<file path="config.mk">
export PLATFORM = sky130hd
export DESIGN_NAME = cpu_sequencer
export DESIGN_NICKNAME = d
export VERILOG_FILES = /design/src/rtl/cpu_sequencer.sv
export SDC_FILE = /design/constraint.sdc
export NUM_CORES = 1
export LEC_CHECK = 0
export BUFFER_PORTS_ARGS = -buffer_cell sky130_fd_sc_hd__buf_2
export CORE_ASPECT_RATIO = 0.9
export CORE_MARGIN = 2
export CORE_UTILIZATION = 40
export CTS_BUF_LIST = sky130_fd_sc_hd__clkbuf_8 sky130_fd_sc_hd__clkbuf_16
export CTS_CLUSTER_SIZE = 40
export DETAILED_ROUTE_END_ITERATION = 12
export PLACE_DENSITY_LB_ADDON = 0.25
export SETUP_SLACK_MARGIN = 0.15
export SLEW_MARGIN = 0
export SYNTH_ARGS = -nofsm -noshare
export SYNTH_HDL_FRONTEND = slang
export SYNTH_SLANG_ARGS = --single-unit
</file>
<file path="constraint.sdc">
create_clock -name clk -period 3.5 [get_ports clk]
set_input_delay 0.7 -clock clk [delete_from_list [all_inputs] [get_ports clk]]
set_output_delay 0.7 -clock clk [all_outputs]
set_load 0.02 [all_outputs]
</file>
<file path="src/rtl/cpu_sequencer.sv">
// Multi-cycle sequencer for the MIPS231 datapath: fetches, performs load/store on a
// shared variable-latency memory port, then strobes a one-cycle commit enable.
module cpu_sequencer #(
  parameter int unsigned TIMEOUT = 32'd1023
) (
  input  logic        clk,
  input  logic        rst_n,
  input  logic        run,
  input  logic [31:0] pc,
  input  logic        is_load,
  input  logic        is_store,
  input  logic [31:0] d_addr,
  input  logic [31:0] d_wdata,
  output logic [31:0] instr,
  output logic [31:0] ldata,
  output logic        enable,
  output logic        m_req,
  output logic        m_we,
  output logic [31:0] m_addr,
  output logic [31:0] m_wdata,
  input  logic [31:0] m_rdata,
  input  logic        m_ready,
  output logic        busy,
  output logic [31:0] retired,
  output logic        fault
);

  typedef enum logic [2:0] {
    IDLE   = 3'd0,
    FETCH  = 3'd1,
    DECODE = 3'd2,
    MEM    = 3'd3,
    COMMIT = 3'd4,
    FAULT  = 3'd5
  } state_t;

  state_t      state;
  logic [31:0] wait_cnt;
  logic        timeout_hit;

  // A same-cycle m_ready always beats the watchdog.
  assign timeout_hit = (TIMEOUT != 32'd0) && (wait_cnt == TIMEOUT) && !m_ready;

  // Sequencer state, latched instruction/load data, retire counter and watchdog.
  always_ff @(posedge clk or negedge rst_n) begin
    if (!rst_n) begin
      state    <= IDLE;
      instr    <= 32'd0;
      ldata    <= 32'd0;
      retired  <= 32'd0;
      wait_cnt <= 32'd0;
    end else begin
      case (state)
        IDLE: begin
          if (run) begin
            state    <= FETCH;
            wait_cnt <= 32'd0;
          end
        end
        FETCH: begin
          if (m_ready) begin
            instr <= m_rdata;
            state <= DECODE;
          end else if (timeout_hit) begin
            state <= FAULT;
          end else begin
            wait_cnt <= wait_cnt + 32'd1;
          end
        end
        DECODE: begin
          if (is_load || is_store) begin
            state    <= MEM;
            wait_cnt <= 32'd0;
          end else begin
            state <= COMMIT;
          end
        end
        MEM: begin
          if (m_ready) begin
            if (is_load) begin
              ldata <= m_rdata;
            end
            state <= COMMIT;
          end else if (timeout_hit) begin
            state <= FAULT;
          end else begin
            wait_cnt <= wait_cnt + 32'd1;
          end
        end
        COMMIT: begin
          retired <= retired + 32'd1;
          if (run) begin
            state    <= FETCH;
            wait_cnt <= 32'd0;
          end else begin
            state <= IDLE;
          end
        end
        FAULT: begin
          state <= FAULT;
        end
        default: begin
          state <= IDLE;
        end
      endcase
    end
  end

  assign m_req  = (state == FETCH) || (state == MEM);
  assign m_we   = (state == MEM) && is_store;
  assign enable = (state == COMMIT);
  assign busy   = (state != IDLE) && (state != FAULT);
  assign fault  = (state == FAULT);

  // Memory address/data mux; idle states present zeros to the bus.
  always_comb begin
    m_addr  = 32'd0;
    m_wdata = 32'd0;
    case (state)
      FETCH: begin
        m_addr  = pc;
        m_wdata = 32'd0;
      end
      MEM: begin
        m_addr  = d_addr;
        m_wdata = d_wdata;
      end
      default: begin
        m_addr  = 32'd0;
        m_wdata = 32'd0;
      end
    endcase
  end

endmodule

</file>
==> impl_metrics.py <==
metrics = {
    "worst_setup_path": {
        "worst-setup-path-type": "flip-flop to primary output",
        "critPathMaxStageDelay_ps": 630,
        "crit_required_ps": 2800,
        "cp-start-kind": "flip-flop",
        "r2r_slack_ps": 850,
        "crit_path_cell_trace": "buf_4, mux2i_1, nor2_1, buf_2",
        "critPathBufInv": 2,
        "crit_fanout": 45,
        "crit_arrival_ps": 2210,
        "cp-end-kind": "primary output",
        "critPathTopFamily": "buffers and inverters",
        "cp_slowest_cell": "dfrtp_2",
    },
    "logic_synthesis": {
        "yosysWarnings": 0,
        "syn_area_um2": 6720,
        "syn_inst": 628,
        "synthFlopType": "dfrtp_1",
        "ys_types": 53,
        "synth-edff-count": 0,
        "ys_seq_area_frac": 0.488,
        "synth.avg_cell_area_um2": 10.7,
        "async_flop_share": 1.00,
        "synth_nets": 764,
        "synth-seq-cells": 131,
    },
    "timing": {
        "timing.hold.ws_ps": 305,
        "max_clock_freq_mhz": 344,
        "fin_crit_sh": 0.831,
        "final.setup.worst_slack_ps": 590,
        "relSlewSlack": 0.422,
        "finalCriticalPeriod_ps": 2910,
        "tightestPinTransition_ps": 864,
        "setup_viol": 0,
        "worst_clock_skew_ps": 10.5,
        "rsz0062_at_grt": "no",
        "tns_ps": 0,
        "hold_viol": 0,
        "drv_slew": 0,
    },
    "layout": {
        "fillers": 1445,
        "nets": 1055,
        "multi_input_comb_area_um2": 3240,
        "post-route-cell-area_um2": 8990,
        "seqCellArea_um2": 3280,
        "layout-drive-gt1-share": 0.452,
        "areaGrowthSynthToFinish_pct": 33.8,
    },
    "floorplan": {
        "ioPinCount": 299,
        "core_um2": 16300,
        "die_height_um": 127,
        "die_w_um": 141,
        "dieArea_um2": 17900,
        "initial_core_util": 0.412,
        "rows": 44,
    },
    "clocking": {
        "insertion_delay_ps": 420,
        "cts.sink_count": 131,
        "max-clock-path-buffers": 2,
        "ctsHoldBuffers": 0,
        "root_buffer": "clkbuf_16",
        "cts_buffers": 17,
        "htreeDepth": 4,
        "cts_resized": 0,
        "cts_setup_buffers": 0,
        "clk_pin_slew_ps": 70,
        "cts_tree": "yes",
    },
    "power_and_ir_drop": {
        "pwr_density_cell_nw_per_um2": 799,
        "peakVddDrop_mv": 0.520,
        "p_leak_nw": 4.53,
    },
    "global_routing": {
        "grt_use_total": 0.232,
        "first_global_vias": 5912,
        "grt_pass1_wl_um": 32400,
        "grt-ovfl-total": 0,
        "grt_start_max_net_pins": 72,
        "antenna_found_initial": 3,
    },
    "min_path": {
        "min_path_type": "input pin to asynchronous set/reset pin",
    },
    "routing": {
        "avgViaCountPerCell": 5.34,
        "drt-initial-drc-count": 433,
        "drtPass1Iterations": 5,
        "wl_um": 20500,
        "wl_per_cell_um": 18.0,
        "ant_nets": 0,
        "drc": 0,
        "vias": 6096,
    },
    "placement": {
        "dp_slack_ps": 901,
        "place_congestion": 0.867,
        "dp_hpwl_um": 15200,
        "dpl_cell_area_um2": 8400,
        "portBuffers": 298,
    },
    "run": {
        "cap_violations": 0,
    },
    "outcome": {
        "outcome": "finished, final reports clean",
    },
}
==> per-stage QoR <==
stage / std cells / power (W) / utilization
2_1_floorplan: 628 / 0.00437 / -
3_3_place_gp: 1107 / 0.00542 / 0.515
3_5_place_dp: 1107 / 0.00546 / 0.515
4_1_cts: 1139 / 0.00723 / 0.551
5_1_grt: 1140 / 0.00760 / 0.552
6_report: 1141 / 0.00718 / 0.552
==> registers in the layout, summed over array words and instances, names as in the netlist <==
signal,flops
instr,32
retired,32
state,3
ldata,32
wait_cnt,32
==> routing by layer <==
metal	GRT usage	share of wire
met5	0	0
met3	0.0615	0.063
met1	0.305	0.42
met2	0.382	0.50
met4	0.0653	0.017
==> layout make-up <==
class	count	share of cell area
diodes	2	0.000557
clock buffers	17	0.0473
clock inverters	15	0.0180
inverters	10	0.00418
multi-input cells	452	0.361
flip-flops and latches	131	0.365
well taps	207	0.0288
repair buffers	307	0.176
==> cell usage in the layout, fill, tap and decap left out, types with 12 or more instances in the layout <==
cell / n
xnor2_1: 21
mux2i_1: 33
a21oi_1: 25
nor2_1: 52
and3_1: 43
or4_1: 20
mux2_2: 65
nand2_1: 36
nand3_1: 32
o21ai_0: 12
dfrtp_1: 130
clkbuf_16: 17
o31ai_1: 17
buf_2: 297
==> report_power, final <==
group	switching, W	total [W]	internal, W
combinational	0.00200	0.00320	0.00120
clock	0.000793	0.00175	0.000953
sequential	0.000295	0.00224	0.00194
==> logic make-up (layout without fill, tap and decap cells) <==
family,Yosys count,in the layout,share of synthesized area
simple gates,250,250,0.209
flops,131,131,0.488
mux,98,98,0.158
compound gates,70,70,0.0672
buf+inv,45,349,0.0320
xor+xnor,32,32,0.0417
fa+ha+maj,2,2,0.00372
other cells,0,2,0
==> synthesized netlist by cell type (all sizes together), types with 3 or more instances <==
master	number	area (µm²)
or3	9	56.3
and3	43	269
o31ai	17	128
nand3b	3	22.5
inv	10	37.5
and4	5	45.0
xor2	11	96.3
nor4	14	124
a21oi	25	125
nor2	53	199
nand4	12	90.1
nand3	32	160
o21ai	14	70.1
dfrtp	131	3280
mux2i	33	330
nand2b	4	27.5
nor3	10	55.1
buf	15	103
o211ai	3	22.5
and2	4	25.0
mux2	65	732
clkbuf	20	75.1
or4	21	159
xnor2	21	184
nand2	36	135
==> worst paths after layout <==
check / start / end / depth (start not counted)
max: state[1] / m_addr[7] / 4
min in group clk: retired[31] / retired[31] / 1
min: rst_n / wait_cnt[9] / 1
max in group asynchronous: rst_n / instr[5] / 2
max reg2reg: state[2] / instr[2] / 6
min reg2reg: retired[31] / retired[31] / 1
(Power assumes the default switching activity.)
